`src/rtl/serial_adder.sv`:
```
// Bit-serial ripple adder: one full-adder cell and one carry flop.
// Adds a + b + cin LSB first, one bit per clock, using a start/done handshake.
module serial_adder #(
   parameter int WIDTH = 8
) (
   input  logic             clk,
   input  logic             rst_n,
   input  logic             start,
   input  logic [WIDTH-1:0] a,
   input  logic [WIDTH-1:0] b,
   input  logic             cin,
   output logic             busy,
   output logic             done,
   output logic [WIDTH-1:0] sum,
   output logic             cout
);

   localparam int CNT_W = $clog2(WIDTH) + 1;

   typedef enum logic [1:0] {
      IDLE = 2'd0,
      RUN  = 2'd1,
      DONE = 2'd2
   } state_t;

   state_t state, state_next;

   logic [WIDTH-1:0] ra, rb, ps;
   logic             carry;
   logic [CNT_W-1:0] cnt;

   logic s, carry_next, accept, last;

   // The single full-adder cell.
   assign s          = ra[0] ^ rb[0] ^ carry;
   assign carry_next = (ra[0] & rb[0]) | (ra[0] & carry) | (rb[0] & carry);

   assign accept = start && (state == IDLE || state == DONE);
   assign last   = (cnt == CNT_W'(WIDTH - 1));

   assign busy = (state == RUN);
   assign done = (state == DONE);

   // NOTE: sequential state uses non-blocking (<=) so every flop samples
   // the pre-edge values; blocking here would create ordering races.
   always_ff @(posedge clk or negedge rst_n) begin
      if (!rst_n) state <= IDLE;
      else        state <= state_next;
   end

   // NOTE: state_next gets a default first so no path leaves it unassigned,
   // which would otherwise infer a latch.
   always_comb begin
      state_next = state;
      unique case (state)
         IDLE:    if (start) state_next = RUN;
         RUN:     if (last)  state_next = DONE;
         DONE:    state_next = start ? RUN : IDLE;
         default: state_next = IDLE;
      endcase
   end

   // NOTE: every datapath register is reset, not just the FSM, so an abort
   // returns sum/cout to zero and leaves no stale partial state behind.
   always_ff @(posedge clk or negedge rst_n) begin
      if (!rst_n) begin
         ra    <= '0;
         rb    <= '0;
         ps    <= '0;
         carry <= 1'b0;
         cnt   <= '0;
         sum   <= '0;
         cout  <= 1'b0;
      end else if (accept) begin
         ra    <= a;
         rb    <= b;
         carry <= cin;
         ps    <= '0;
         cnt   <= '0;
      end else if (state == RUN) begin
         carry <= carry_next;
         ps    <= {s, ps[WIDTH-1:1]};
         ra    <= ra >> 1;
         rb    <= rb >> 1;
         cnt   <= cnt + CNT_W'(1);
         // Outputs update only here, so partial sums are never visible.
         if (last) begin
            sum  <= {s, ps[WIDTH-1:1]};
            cout <= carry_next;
         end
      end
   end

endmodule

```
`config.mk`:
```
export PLATFORM = sky130hd
export DESIGN_NAME = serial_adder
export DESIGN_NICKNAME = d
export VERILOG_FILES = /design/src/rtl/serial_adder.sv
export SDC_FILE = /design/constraint.sdc
export NUM_CORES = 1
export LEC_CHECK = 0
export CAP_MARGIN = 20
export CORE_MARGIN = 2
export CORE_UTILIZATION = 31
export CTS_BUF_LIST = sky130_fd_sc_hd__clkbuf_4 sky130_fd_sc_hd__clkbuf_8 sky130_fd_sc_hd__clkbuf_16
export CTS_CLUSTER_SIZE = 16
export DETAILED_ROUTE_END_ITERATION = 12
export GPL_ROUTABILITY_DRIVEN = 0
export GPL_TIMING_DRIVEN = 0
export PLACE_DENSITY = 0.57
export RECOVER_POWER = 25
export SLEW_MARGIN = 10
export SYNTH_ARGS = -nofsm -noshare
export SYNTH_HDL_FRONTEND = slang
export SYNTH_SLANG_ARGS = --single-unit
export TNS_END_PERCENT = 20
```
`constraint.sdc`:
```
create_clock -name clk -period 1.7 [get_ports clk]
set_input_delay 0.17 -clock clk [delete_from_list [all_inputs] [get_ports clk]]
set_output_delay 0.17 -clock clk [all_outputs]
set_load 0.02 [all_outputs]
```
==> flow_summary.toml, run 1 <==
[timing]
period_needed_ps = 1600
max_slew_margin_pct = 22.5
worst_pin_slew_ps = 1160
layout_worst_path_cycle_share_pct = 94.2
slew_viol_final = 0
hold_violations = 0
worst_slack_ps = 98.8
holdWs_ps = 416
fin_skew_ps = 4.16
rsz0062_at_grt = "false"
clock.fmax_mhz = 625
setup_viol = 0
finalSetupTns_ps = 0

[final_layout]
final_common_cell = "dfrtp_1"
n_fill_cell = 497
antenna_cells = 0
final_area_sq_um = 2170
syn2layout_area_growth_pct = 32.8
ff_latch_area_sq_um = 976
drive_above_1_share_pct = 12.9
multi_input_area_sq_um = 606
layout_common_cells = "dfrtp_1, clkdlybuf4s50_1, a22o_1"
utilization_pct = 42.5
fin_nets = 184
stdcell_count = 233

[detailed_routing]
initialDrtViolationCount = 34
wl_per_cell_um = 13.0
ant_nets = 0
route.detailed.drc = 0
drt-total-wl_mm = 3.04
vias = 1080
first_pass_iters = 4
viasPerCell = 4.64

[run_status]
status = "finished clean"

[critical_path]
reg2reg_from = "cnt[0]"
slowest_stage = "clkdlybuf4s50_1"
rrSetupSlack_ps = 190
worstSetupStartpointType = "flop"
critPathKind = "reg2out"
crit_fanout = 4
r2r-end = "sum[7]"
critPathRequiredTime_ps = 1530
critical_path_arrival_ps = 1430
crit_path_cell_trace = "nor2b_1, clkdlybuf4s50_1"
endpoint_kind = "primary output"
ff2ff_path_depth = 5
max_stage_delay_ps = 620

[global_route]
grt_max_degree = 21
grt_pass1_vias = 1202
grt.overflow.total = 0
grt_antenna_before_repair = 0
grt_pass1_wl_mm = 5.55
grt.total_usage_pct = 12.0

[placed_design]
dp_slack_ps = -174
dp_hpwl_mm = 2.25
numPortBuffers = 30
dp_cells = 225
post_dp_cell_area_sq_um = 2040

[clock_tree]
post_cts_buffers = 0
cts_tree = "done"
clock-sinks = 39
clock_path_buffers = 2
htree_levels = 2
cts_root_buf = "clkbuf_8"
clk_latency_ps = 280
clk_pin_slew_ps = 80
cts-buffers-inserted = 5

[synth]
ys_ff_latch = 39
synth_cells = 124
postSynthAreaPerCell_sq_um = 13.2
syn_nets = 146
yosysWarnings = 0
synth_top_area_share_pct = 59.7
syn-cell-area_sq_um = 1630
synth_top_cell_by_area = "dfrtp_1"
ys_top_cells_by_area = "dfrtp_1, a22o_1, mux2_1"
ys_types = 22
ys_seq_area_share_pct = 59.7

[power]
p_leak_nw = 1.03
power.density_nw_per_um2 = 1820
ir_worst_vdd_uv = 701
total_power_mw = 3.96

[die]
fp-row-count = 26
initial_utilization_pct = 32.0
core-area_sq_um = 5110
fp.dieArea_sq_um = 5870
dieWidth_um = 76.6
io_pins = 31
die_h_um = 76.6

[hold_path]
hp-start = "a[3]"
hp-class = "in2reg"
holdPathEnd = "ra[3]"
whs_path_depth = 3

[run]
max-cap-violations = 0
state kept, by name (all words and copies together), names as in the netlist:
name	flops
carry	1
cnt	4
cout	1
sum	8
state	2
ps	7
ra	8
rb	8
worst max path at each step:
stage | slack, ps | startpoint | cells past startpoint | endpoint
after floorplan | 330 | cnt[0] | 5 | sum[7]
after global placement | -410 | rst_n | 1 | ra[6]
after detailed placement | -170 | state[1] | 4 | busy
after CTS | 30 | state[1] | 3 | busy
after global routing | 30 | state[0] | 2 | done
final | 100 | state[0] | 2 | done
Yosys cell counts:
library cell	instances
nand2b_1	1
buf_2	3
a22o_1	16
o21ai_1	8
nor2_2	1
mux2_2	2
mux2_1	9
nand2_1	14
buf_6	1
nand4_1	1
and2b_4	1
nor2b_1	2
dfrtp_1	39
o21ai_0	1
mux2i_1	10
a21oi_1	1
a21o_1	7
ha_1	1
fa_1	1
buf_4	3
clkbuf_1	1
nor3b_2	1
routing by layer:
| metal | vias up | part of all wire, % | global-route usage (%) |
|---|---|---|---|
| met5 | - | 0 | 0 |
| met4 | 0 | 1.1 | 4.36 |
| met3 | 5 | 4.7 | 3.44 |
| met2 | 27 | 48 | 19.8 |
| met1 | 532 | 46 | 14.9 |
| li1 | 516 | - | - |
worst max-delay path, delay by kind of cell (launching register included):
| kind | cells | cell delay [ps] |
|---|---|---|
| buffers and inverters | 1 | 620 |
| flip-flops | 1 | 410 |
| AND/OR/NAND/NOR | 1 | 120 |
kinds of logic (layout without fill, tap and decap cells):
logic type	count (synthesis)	count (layout)	synth area share (%)
adder cells (fa/ha/maj)	2	2	1.99
AO/OA/AOI/OAI	33	33	14.9
buffers and inverters	8	47	3.22
flip-flops	39	39	59.7
AND/OR/NAND/NOR	21	21	6.51
multiplexers	21	21	13.7
area by class of cell:
class | count | area share [%]
plain buffers | 7 | 2.36
clock buffers | 6 | 3.80
clock inverters | 2 | 1.61
multi-input cells | 77 | 27.9
flip-flops and latches | 39 | 45.0
well taps | 70 | 4.03
repair buffers | 32 | 15.3
where the power goes:
part | internal [mW] | switching [mW]
clock network | 0.475 | 0.309
logic | 0.855 | 0.747
registers | 1.33 | 0.248
repair_timing:
| item | CTS | global route |
|---|---|---|
| hold buffers | 1 | 0 |
| endpoints found under the hold margin | 19 | 0 |
| endpoints found under the setup margin | 1 | 1 |
| resized for setup | 3 | 1 |
Note: power is estimated with default switching activity, not from simulation.
==> run 2: changes to the inputs <==
--- a/config.mk
+++ b/config.mk
@@ -6,10 +6,11 @@
 export NUM_CORES = 1
 export LEC_CHECK = 0
 export CAP_MARGIN = 20
+export CORE_ASPECT_RATIO = 1.1
 export CORE_MARGIN = 2
 export CORE_UTILIZATION = 31
 export CTS_BUF_LIST = sky130_fd_sc_hd__clkbuf_4 sky130_fd_sc_hd__clkbuf_8 sky130_fd_sc_hd__clkbuf_16
-export CTS_CLUSTER_SIZE = 16
+export CTS_CLUSTER_SIZE = 12
 export DETAILED_ROUTE_END_ITERATION = 12
 export GPL_ROUTABILITY_DRIVEN = 0
 export GPL_TIMING_DRIVEN = 0
==> flow_summary.toml, run 2 (synthesis results as in run 1) <==
[placed_design]
dp_slack_ps = -183
dp_hpwl_mm = 2.22
numPortBuffers = 30

[hold_path]
whs_path_depth = 3
hp-start = "a[6]"
holdPathEnd = "ra[6]"
hp-class = "in2reg"

[timing]
period_needed_ps = 1600
worst_pin_slew_ps = 1080
layout_worst_path_cycle_share_pct = 94.3
setup_viol = 0
holdWs_ps = 422
finalSetupTns_ps = 0
slew_viol_final = 0
clock.fmax_mhz = 624
worst_slack_ps = 97.7
max_slew_margin_pct = 28.0
rsz0062_at_grt = "false"
hold_violations = 0
fin_skew_ps = 9.84

[run_status]
status = "finished clean"

[critical_path]
critPathKind = "reg2out"
r2r-end = "cout"
reg2reg_from = "cnt[0]"
critPathRequiredTime_ps = 1530
worstSetupStartpointType = "flop"
crit_fanout = 4
endpoint_kind = "primary output"
rrSetupSlack_ps = 200
critical_path_arrival_ps = 1430
ff2ff_path_depth = 5

[clock_tree]
cts-buffers-inserted = 5
cts_tree = "done"
post_cts_buffers = 0
cts_root_buf = "clkbuf_8"
clk_latency_ps = 290
clock-sinks = 39
clk_pin_slew_ps = 80
clock_path_buffers = 2
htree_levels = 2

[die]
fp.dieArea_sq_um = 5870
io_pins = 31
core-area_sq_um = 5030
dieWidth_um = 73.2
fp-row-count = 27
initial_utilization_pct = 32.5
die_h_um = 80.1

[power]
total_power_mw = 4.08
p_clk_share_pct = 22.1
switching_share_pct = 32.2
combPwrFrac_pct = 39.2
p_leak_nw = 1.03
power.density_nw_per_um2 = 1880
p_seq_share_pct = 38.6
power.internal_mw = 2.77
ir_worst_vdd_uv = 783
p_switching_mw = 1.31

[final_layout]
fin_nets = 184
layout_common_cells = "dfrtp_1, clkdlybuf4s50_1, a22o_1"
drive_above_1_share_pct = 12.9
top_regs = "ra (8), rb (8), sum (8)"
final_common_cell = "dfrtp_1"
syn2layout_area_growth_pct = 33.1
antenna_cells = 0

[detailed_routing]
drt-total-wl_mm = 3.05
wl_per_cell_um = 13.8
viasPerCell = 5.03
initialDrtViolationCount = 63
vias = 1111
ant_nets = 0
route.detailed.drc = 0
first_pass_iters = 3

[run]
max-cap-violations = 0

[global_route]
grt_pass1_vias = 1121
grt_antenna_before_repair = 0
grt_max_degree = 23
grt.total_usage_pct = 11.8
grt_pass1_wl_mm = 5.29
grt.overflow.total = 0
==> run 2: through the flow <==
| stage | cells | area, sq um | utilization, % |
|---|---|---|---|
| floorplan | 124 | 1630 | - |
| global placement | 212 | 2010 | 39.9 |
| detailed placement | 213 | 2030 | 40.3 |
| CTS | 221 | 2170 | 43.2 |
| global route | 221 | 2170 | 43.2 |
| finish | 221 | 2170 | 43.2 |
==> run 2: worst max-delay path, stage by stage, from the launching register on <==
cell             delay (ps)
dfrtp_1                 410
nor2b_1                 120
clkdlybuf4s50_1         620
==> run 2: power groups by stage <==
stage	registers [mW]	clock network (mW)	logic (mW)
after floorplan	1.65	0	1.03
after global routing	1.63	0.976	1.77
after CTS	1.58	0.927	1.62
after global placement	1.57	0	1.59
after detailed placement	1.60	0	1.64
final	1.57	0.903	1.60
==> run 2: worst max path at each step <==
| stage | slack, ps | startpoint | end | cells past startpoint |
|---|---|---|---|---|
| after floorplan | 330 | cnt[0] | sum[7] | 5 |
| after global placement | -440 | rst_n | ra[5] | 1 |
| after detailed placement | -180 | state[1] | busy | 4 |
| after CTS | 30 | state[1] | busy | 3 |
| after global routing | 20 | state[0] | done | 2 |
| final | 100 | state[0] | done | 2 |
==> run 2: final cells by class <==
type / instances / area [sq um]
Clock inverter: 3 / 67.6
Fill cell: 468 / 2860
Timing Repair Buffer: 32 / 333
Multi-Input combinational cell: 77 / 606
Clock buffer: 5 / 68.8
Tap cell: 58 / 72.6
Sequential cell: 39 / 976
Buffer: 7 / 51.3
==> run 2: metal layers <==
metal	GRT usage [%]	share of wire, %	vias up
li1	-	-	520
met2	18.6	47	29
met1	15.1	48	560
met4	3.89	0.62	0
met5	0	0	-
met3	3.89	4.7	2
==> run 2: what timing repair did <==
action,in CTS,in global routing
hold endpoints to repair,17,0
resized for setup,3,1
hold buffers,1,0
endpoints found under the setup margin,1,1
==> run 3: changes to the inputs <==
--- a/config.mk
+++ b/config.mk
@@ -12,11 +12,10 @@
 export CTS_BUF_LIST = sky130_fd_sc_hd__clkbuf_4 sky130_fd_sc_hd__clkbuf_8 sky130_fd_sc_hd__clkbuf_16
 export CTS_CLUSTER_SIZE = 12
 export DETAILED_ROUTE_END_ITERATION = 12
-export GPL_ROUTABILITY_DRIVEN = 0
+export GPL_ROUTABILITY_DRIVEN = 1
 export GPL_TIMING_DRIVEN = 0
 export PLACE_DENSITY = 0.57
 export RECOVER_POWER = 25
-export SLEW_MARGIN = 10
 export SYNTH_ARGS = -nofsm -noshare
 export SYNTH_HDL_FRONTEND = slang
 export SYNTH_SLANG_ARGS = --single-unit
==> flow_summary.toml, run 3 (synthesis results as in run 1) <==
[run_status]
status = "finished clean"

[clock_tree]
ctsHoldBuffers = 0
clk_latency_ps = 280
clock_path_buffers = 2
clk_pin_slew_ps = 80
cts-buffers-inserted = 5
htree_levels = 2
clock-sinks = 39
cts_tree = "done"
cts_root_buf = "clkbuf_8"

[critical_path]
critical_path_arrival_ps = 1430
worstSetupStartpointType = "flop"
reg2reg_from = "cnt[1]"
endpoint_kind = "primary output"
r2r-end = "cout"
ff2ff_path_depth = 5
critPathKind = "reg2out"
worstSetupEndpoint = "busy"
startpoint = "state[1]"
crit_fanout = 19
critPathRequiredTime_ps = 1530
rrSetupSlack_ps = 210

[placed_design]
dp_hpwl_mm = 2.12
numPortBuffers = 30
gp_congestion = 0.707
dp_cells = 212

[detailed_routing]
ant_nets = 0
vias = 1082
route.detailed.drc = 0
wl_per_cell_um = 13.7
drt-total-wl_mm = 3.01
first_pass_iters = 3
viasPerCell = 4.94
initialDrtViolationCount = 80

[die]
core-area_sq_um = 5030
fp.dieArea_sq_um = 5870
fp-row-count = 27
initial_utilization_pct = 32.5
io_pins = 31
die_h_um = 80.1
dieWidth_um = 73.2

[global_route]
grt_antenna_before_repair = 0
grt_pass1_vias = 1131
grt_pass1_wl_mm = 5.22
grt.total_usage_pct = 11.8
grt_max_degree = 40
grt.overflow.total = 0

[timing]
worst_pin_slew_ps = 956
layout_worst_path_cycle_share_pct = 94.1
finalSetupTns_ps = 0
setup_viol = 0
period_needed_ps = 1600
rsz0062_at_grt = "false"
hold_violations = 0
max_slew_margin_pct = 36.2
fin_skew_ps = 6.17
clock.fmax_mhz = 625
slew_viol_final = 0

[final_layout]
layout_common_cells = "dfrtp_1, clkdlybuf4s50_1, a22o_1"
stdcell_count = 219
top_regs = "ra (8), rb (8), sum (8)"
final_common_cell = "dfrtp_1"
fin_nets = 182
syn2layout_area_growth_pct = 30.9
antenna_cells = 0
drive_above_1_share_pct = 13.0

[power]
ir_worst_vdd_uv = 745
total_power_mw = 4.06
p_leak_nw = 1.02
power.density_nw_per_um2 = 1900

[hold_path]
hp-class = "in2async"

[run]
max-cap-violations = 0
-- run 3: routing by layer --
layer | track usage, % | wire length, um
met2 | 18.6 | 1390
met4 | 5.00 | 38
met1 | 14.7 | 1460
met3 | 4.02 | 114
met5 | 0 | 0
-- run 3: how the worst min path moves through the flow --
| stage | slack (ps) | endpoint | start | cells after the start |
|---|---|---|---|---|
| final | 20 | cout | rst_n | 1 |
| after global routing | 110 | ps[4] | rst_n | 1 |
| after CTS | 10 | sum[4] | rst_n | 1 |
| after detailed placement | 330 | sum[6] | rst_n | 1 |
| after global placement | 460 | rb[3] | rb[3] | 1 |
| after floorplan | -130 | carry | rst_n | 0 |
-- run 3: power breakdown --
group,switching (mW),internal (mW)
combinational,0.744,0.843
clock,0.312,0.585
sequential,0.250,1.33
total,1.31,2.76
-- run 3: critical path: stages, from the launching register on --
cell	delay [ps]
dfrtp_1	380
and2b_4	280
buf_6	200
clkdlybuf4s15_2	290
-- run 3: stage by stage --
step / setup slack (ps) / hold slack (ps) / instance area (sq um) / util (%)
finish: 100 / 24.0 / 2140 / 42.5
CTS: 20.2 / 13.8 / 2130 / 42.4
global placement: -442 / 459 / 2010 / 39.9
floorplan: 331 / -126 / 1630 / -
global route: 14.2 / 106 / 2140 / 42.5
detailed placement: -184 / 333 / 2000 / 39.8
-- run 3: what timing repair did --
item,4_1_cts,5_1_grt
gates resized for setup,3,1
setup endpoints to repair,1,1
pin swaps,0,0
setup buffers,0,0
-- run 3: area by class of cell --
| cell class | count | area [sq um] |
|---|---|---|
| clock inverter | 3 | 67.6 |
| timing repair buffer | 30 | 297 |
| sequential | 39 | 976 |
| clock buffer | 5 | 68.8 |
| fill | 477 | 2900 |
| tap | 58 | 72.6 |
| buffer | 7 | 51.3 |
| multi-input combinational | 77 | 606 |
==> RTL change 1, RTL diff (settings of run 1) <==
Reset style: synchronous (`rst_n`), changed in 2 clocked blocks.
--- a/src/rtl/serial_adder.sv
+++ b/src/rtl/serial_adder.sv
@@ -43,7 +43,7 @@
 
    // NOTE: sequential state uses non-blocking (<=) so every flop samples
    // the pre-edge values; blocking here would create ordering races.
-   always_ff @(posedge clk or negedge rst_n) begin
+   always_ff @(posedge clk) begin
       if (!rst_n) state <= IDLE;
       else        state <= state_next;
    end
@@ -62,7 +62,7 @@
 
    // NOTE: every datapath register is reset, not just the FSM, so an abort
    // returns sum/cout to zero and leaves no stale partial state behind.
-   always_ff @(posedge clk or negedge rst_n) begin
+   always_ff @(posedge clk) begin
       if (!rst_n) begin
          ra    <= '0;
          rb    <= '0;
Function: differs if rst_n is asserted again (counterexample within 4 cycles, from zero or initial values and one cycle with rst_n low); with rst_n held inactive, the same outputs for 10 cycles.
==> RTL change 1 against run 1 <==
  * Cell area is 7.1% lower
  * Routed wire length increased by 15%
  * Sequential cell count is the same
  * Synthesized area decreased by 4.1%
  * Setup slack improved by 0.078 ns
  * Critical path depth is 2 higher
  * Critical path type unchanged
Power is not compared: it rests on default switching activity, and its combinational part moved more than twofold at a synthesized area within 25%.
==> RTL change 1: results (changes against run 1) <==
Via density: 4.68 (+1.0%)
status: completed
Post-synth top cells: nand2_1 (49), dfxtp_1 (39), a21oi_1 (11)
Initial DRC Count: 58 (+71%)
slowest CP cell: dfxtp_1
non-filler cells, final: 286 (+23%)
top-area cell type share of the netlist area: 49.8% (-9.9 points)
vias in the first global route: 1297 (+7.9%)
Worst Path Arrival: 1.35 ns (-0.08 ns)
sequential area share after synthesis: 49.8% (-9.9 points)
Area contributors post-synth: dfxtp_1 (50%), nand2_1 (12%), mux2i_1 (5.7%)
# nets final: 240 (+30%)
clock transition at the registers of the reported paths: 0.08 ns (about the same)
Reg2Reg Setup Slack: 0.19 ns (about the same)
synthesized instance count: 182 (+47%)
largest net degree at the start of global routing: 13 (-38%)
asr flop ratio synth: 0% (-100 points)
share of layout cells above drive strength 1: 7.76% (-5.1 points)
Post-CTS Setup Bufs: 0 (unchanged)
Top FF cell, synth: dfxtp_1
Tot GR Track Use: 14.2% (+2.2 points)
clock skew: 0.00719 ns (+0.00303 ns)
DRT Pass-1 Iters: 4 (unchanged)
CP max stage delay: 0.39 ns (-0.23 ns)
worst-path maximum fanout: 10 (+6)
PortBufs: 29 (-3.3%)
first-pass GRT wire length: 5930 µm (+6.8%)
root buf cell: clkbuf_8
CTS Buf Count: 5 (unchanged)
Distinct cells, synth: 27 (+23%)
H-tree levels: 2 (unchanged)
DP Wirelength: 2450 µm (+9.2%)
Syn Nets: 204 (+40%)
Max IR drop VDD: 0.330 mV
Worst Max-Slew Pin Slew: 0.502 ns (-0.660 ns)
DRT Wirelength: 3500 µm (+15%)
dpl cells: 278 (+24%)
DP Area: 0.00194 mm² (-5.0%)
==> RTL change 1: changes by cell type in the layout (fill, tap and decap cells not counted), sizes merged, moves of 4 or more <==
cell	before	now
a31oi	0	5
a21oi	1	11
a22o	16	0
o221ai	0	8
nand3	0	4
clkbuf	8	15
dfxtp	0	39
nor2	1	11
dfrtp	39	0
mux2	11	0
a21o	7	0
nand2	14	49
nor3	0	8
==> RTL change 1: final timing paths <==
kind | start | end | cells after the start
setup reg to reg | state[1] | ra[6] | 5
hold / removal | rst_n | cnt[1] | 3
hold reg to reg | rb[7] | rb[7] | 2
setup / recovery | state[0] | busy | 4
==> RTL change 1: cell type report <==
cell class / count / area [µm²]
plain buffers: 13 / 56.3
clock buffers: 6 / 76.3
clock inverters: 2 / 12.5
fillers: 496 / 2770
inverters: 1 / 5.00
multi-input cells: 129 / 717
flip-flops and latches: 39 / 781
well taps: 67 / 83.8
repair buffers: 29 / 285
==> RTL change 1: routing by layer <==
layer  part of all wire [%]  up-vias  track usage [%]
met3                    4.5        4             4.28
met5                      0        -                0
met2                     44       26             21.0
met1                     50      614             19.1
li1                       -      695                -
met4                    1.3        0             6.55
==> RTL change 1: timing repair <==
action / 4_1_cts / 5_1_grt
gates resized for setup: 3 / 1
pin swaps: 0 / 0
setup endpoints to repair: 1 / 1
==> RTL change 1: per-stage QoR <==
stage	setup TNS [ns]	hold WS, ns	setup slack, ns	total power [mW]
after floorplan	0	0.302	0.525	1.14
after global placement	-0.0207	0.446	-0.0207	1.23
after detailed placement	-0.0152	0.449	-0.0152	1.23
after CTS	0	0.221	0.0102	1.86
after global routing	0	0.245	0.0743	1.92
final	0	0.218	0.177	1.83
==> RTL change 1: worst max-delay path, delay by kind of cell, from the launching register on <==
family                 cells  cell delay (ns)
buffers and inverters      3             0.57
flip-flops                 1             0.39
AND/OR/NAND/NOR            1             0.10
==> RTL change 1: report_power, final <==
| group | switching, mW | internal [mW] | leakage (nW) |
|---|---|---|---|
| Sequential | 0.0253 | 0.956 | 0.318 |
| Combinational | 0.124 | 0.0993 | 0.319 |
| Clock | 0.321 | 0.303 | 0.0446 |
==> RTL change 1: logic make-up after synthesis <==
family | after synthesis | synth area share, %
AO/OA/AOI/OAI | 35 | 14.3
AND/OR/NAND/NOR | 81 | 22.5
buffers and inverters | 14 | 4.47
flip-flops | 39 | 49.8
adder cells (fa/ha/maj) | 2 | 2.07
XOR/XNOR | 2 | 1.12
multiplexers | 9 | 5.75
==> RTL change 2, RTL diff (settings of run 1) <==
Made on the original files. Set the parameter `WIDTH` to 4 (it was 8).
--- a/src/rtl/serial_adder.sv
+++ b/src/rtl/serial_adder.sv
@@ -1,7 +1,7 @@
 // Bit-serial ripple adder: one full-adder cell and one carry flop.
 // Adds a + b + cin LSB first, one bit per clock, using a start/done handshake.
 module serial_adder #(
-   parameter int WIDTH = 8
+   parameter int WIDTH = 4
 ) (
    input  logic             clk,
    input  logic             rst_n,
Interface: changed (resized a, b and sum); port bits go from 31 to 19. The function was not compared with the original's and may differ.
==> RTL change 2 against run 1 <==
  * Setup slack improved by 0.031 ns
  * Cell area is 38% lower
  * Synthesized area shrank 35%
  * Via count fell by 32%
  * Clock power shrank 64%
  * Total power fell by 41%
  * Routed wire length shrank 38%
  * Cell count is 33% lower
  * Sequential cell count is 17 lower
  * Clock skew shrank 0.0034 ns
  * First-iteration DRC count down 79%
==> RTL change 2: results (changes against run 1) <==
mux cell area share after synthesis: 14.8% (+1.1 points)
Tot GR Track Use: 10.7% (-1.3 points)
largest net degree at the start of global routing: 23 (+9.5%)
Syn. warnings: 0 (unchanged)
NonClk Buf Share: 15.4% (-2.3 points)
Inverters: 6 (+6)
Clock buf/inv share: 2.71% (-2.7 points)
Max IR drop VDD: 0.706 mV (+0.73%)
clock skew: 0.000801 ns (-0.00336 ns)
worst-path maximum fanout: 10 (+6)
Register-to-Register Path Depth: 4 (-1)
Tightest Hold Check Type: input pin to async pin
Distinct cells, synth: 25 (+14%)
CTS Buf Count: 3 (-2)
Via density: 4.72 (+1.9%)
vias in the first global route: 741 (-38%)
Area contributors post-synth: dfrtp_1 (52%), mux2_4 (7.1%), mux2i_1 (5.6%)
synthesized instance count: 86 (-31%)
share of layout cells above drive strength 1: 18.3% (+5.5 points)
Reg2Reg Setup Slack: 0.29 ns (+0.10 ns)
multi-input combinational cell count: 54 (-30%)
Initial DRC Count: 7 (-79%)
Clk Latency, worst-skew pair: 0.30 ns (+0.02 ns)
Avg WL per Cell: 12.3 µm (-6.1%)
slowest CP cell: dfrtp_2
PortBufs: 18 (-40%)
Post-synth top cells: dfrtp_1 (22), a21oi_1 (7), a22o_1 (6), mux2i_1 (6), nor2b_1 (6)
Worst Path Arrival: 1.40 ns (-0.03 ns)
nonclk buf count: 23 (-41%)
first-pass GRT wire length: 3250 µm (-42%)
Synth Area in Adders: 4.23% (+2.2 points)
DP Wirelength: 1390 µm (-38%)
sequential cell area share: 41.1% (-3.8 points)
Syn Nets: 101 (-31%)
# nets final: 125 (-32%)
clk_buf instances: 4 (-2)
sequential area share after synthesis: 51.7% (-8.0 points)
worst r2r dst: cout
Regs by FF count: ra (4), rb (4), sum (4)
Compound-Gate Fraction of Synth Area: 15.9% (+1.0 points)
root buf cell: clkbuf_4
post-synthesis xor/xnor area fraction: 0.823% (+0.82 points)
DRT Pass-1 Iters: 2 (-2)
CP max stage delay: 0.42 ns (-0.20 ns)
fill cell count: 349 (-30%)
status: completed
clock sinks: 22 (-44%)
clock transition at the registers of the reported paths: 0.11 ns (+0.03 ns)
-- RTL change 2: per-layer routing --
| layer | share of wire, % | track usage (%) | vias to the layer above |
|---|---|---|---|
| met4 | 1.3 | 2.50 | 0 |
| met2 | 50 | 18.5 | 15 |
| met1 | 45 | 12.6 | 363 |
| met3 | 4.2 | 3.78 | 2 |
| met5 | 0 | 0 | - |
| li1 | - | - | 352 |
-- RTL change 2: cells by family (layout without fill, tap and decap cells) --
group,Yosys count,count (layout)
buf+inv,10,33
simple gates,12,12
flops,22,22
mux,13,13
xor+xnor,1,1
fa+ha+maj,3,3
compound gates,25,25
-- RTL change 2: per-stage QoR --
step	total power, mW	area [µm²]	hold WS (ns)	util [%]	cells
after floorplan	1.74	1060	-0.126	-	86
after global placement	2.06	1300	0.486	39.3	150
after detailed placement	2.09	1300	0.490	39.3	150
after CTS	2.37	1340	0.383	40.4	154
after global routing	2.52	1340	0.261	40.5	155
final	2.33	1340	0.242	40.5	155
-- RTL change 2: power breakdown --
part | internal (mW) | total [mW] | switching [mW]
Sequential | 0.761 | 0.937 | 0.176
Clock | 0.131 | 0.280 | 0.149
Combinational | 0.602 | 1.12 | 0.516
Total | 1.49 | 2.33 | 0.841
-- RTL change 2: timing repair --
| item | in CTS | in global routing |
|---|---|---|
| endpoints found under the hold margin | 0 | 0 |
| endpoints found under the setup margin | 2 | 1 |
| hold buffers | 0 | 0 |
| gates resized for setup | 2 | 1 |
-- RTL change 2: worst max-delay path by stage --
stage	slack (ns)	startpoint	cells after the start	end
CTS	0.05	state[1]	3	done
detailed placement	0.13	state[1]	3	done
floorplan	0.38	cnt[0]	4	cout
global placement	0.12	state[1]	3	done
finish	0.13	state[1]	3	done
global route	0.02	state[1]	3	done
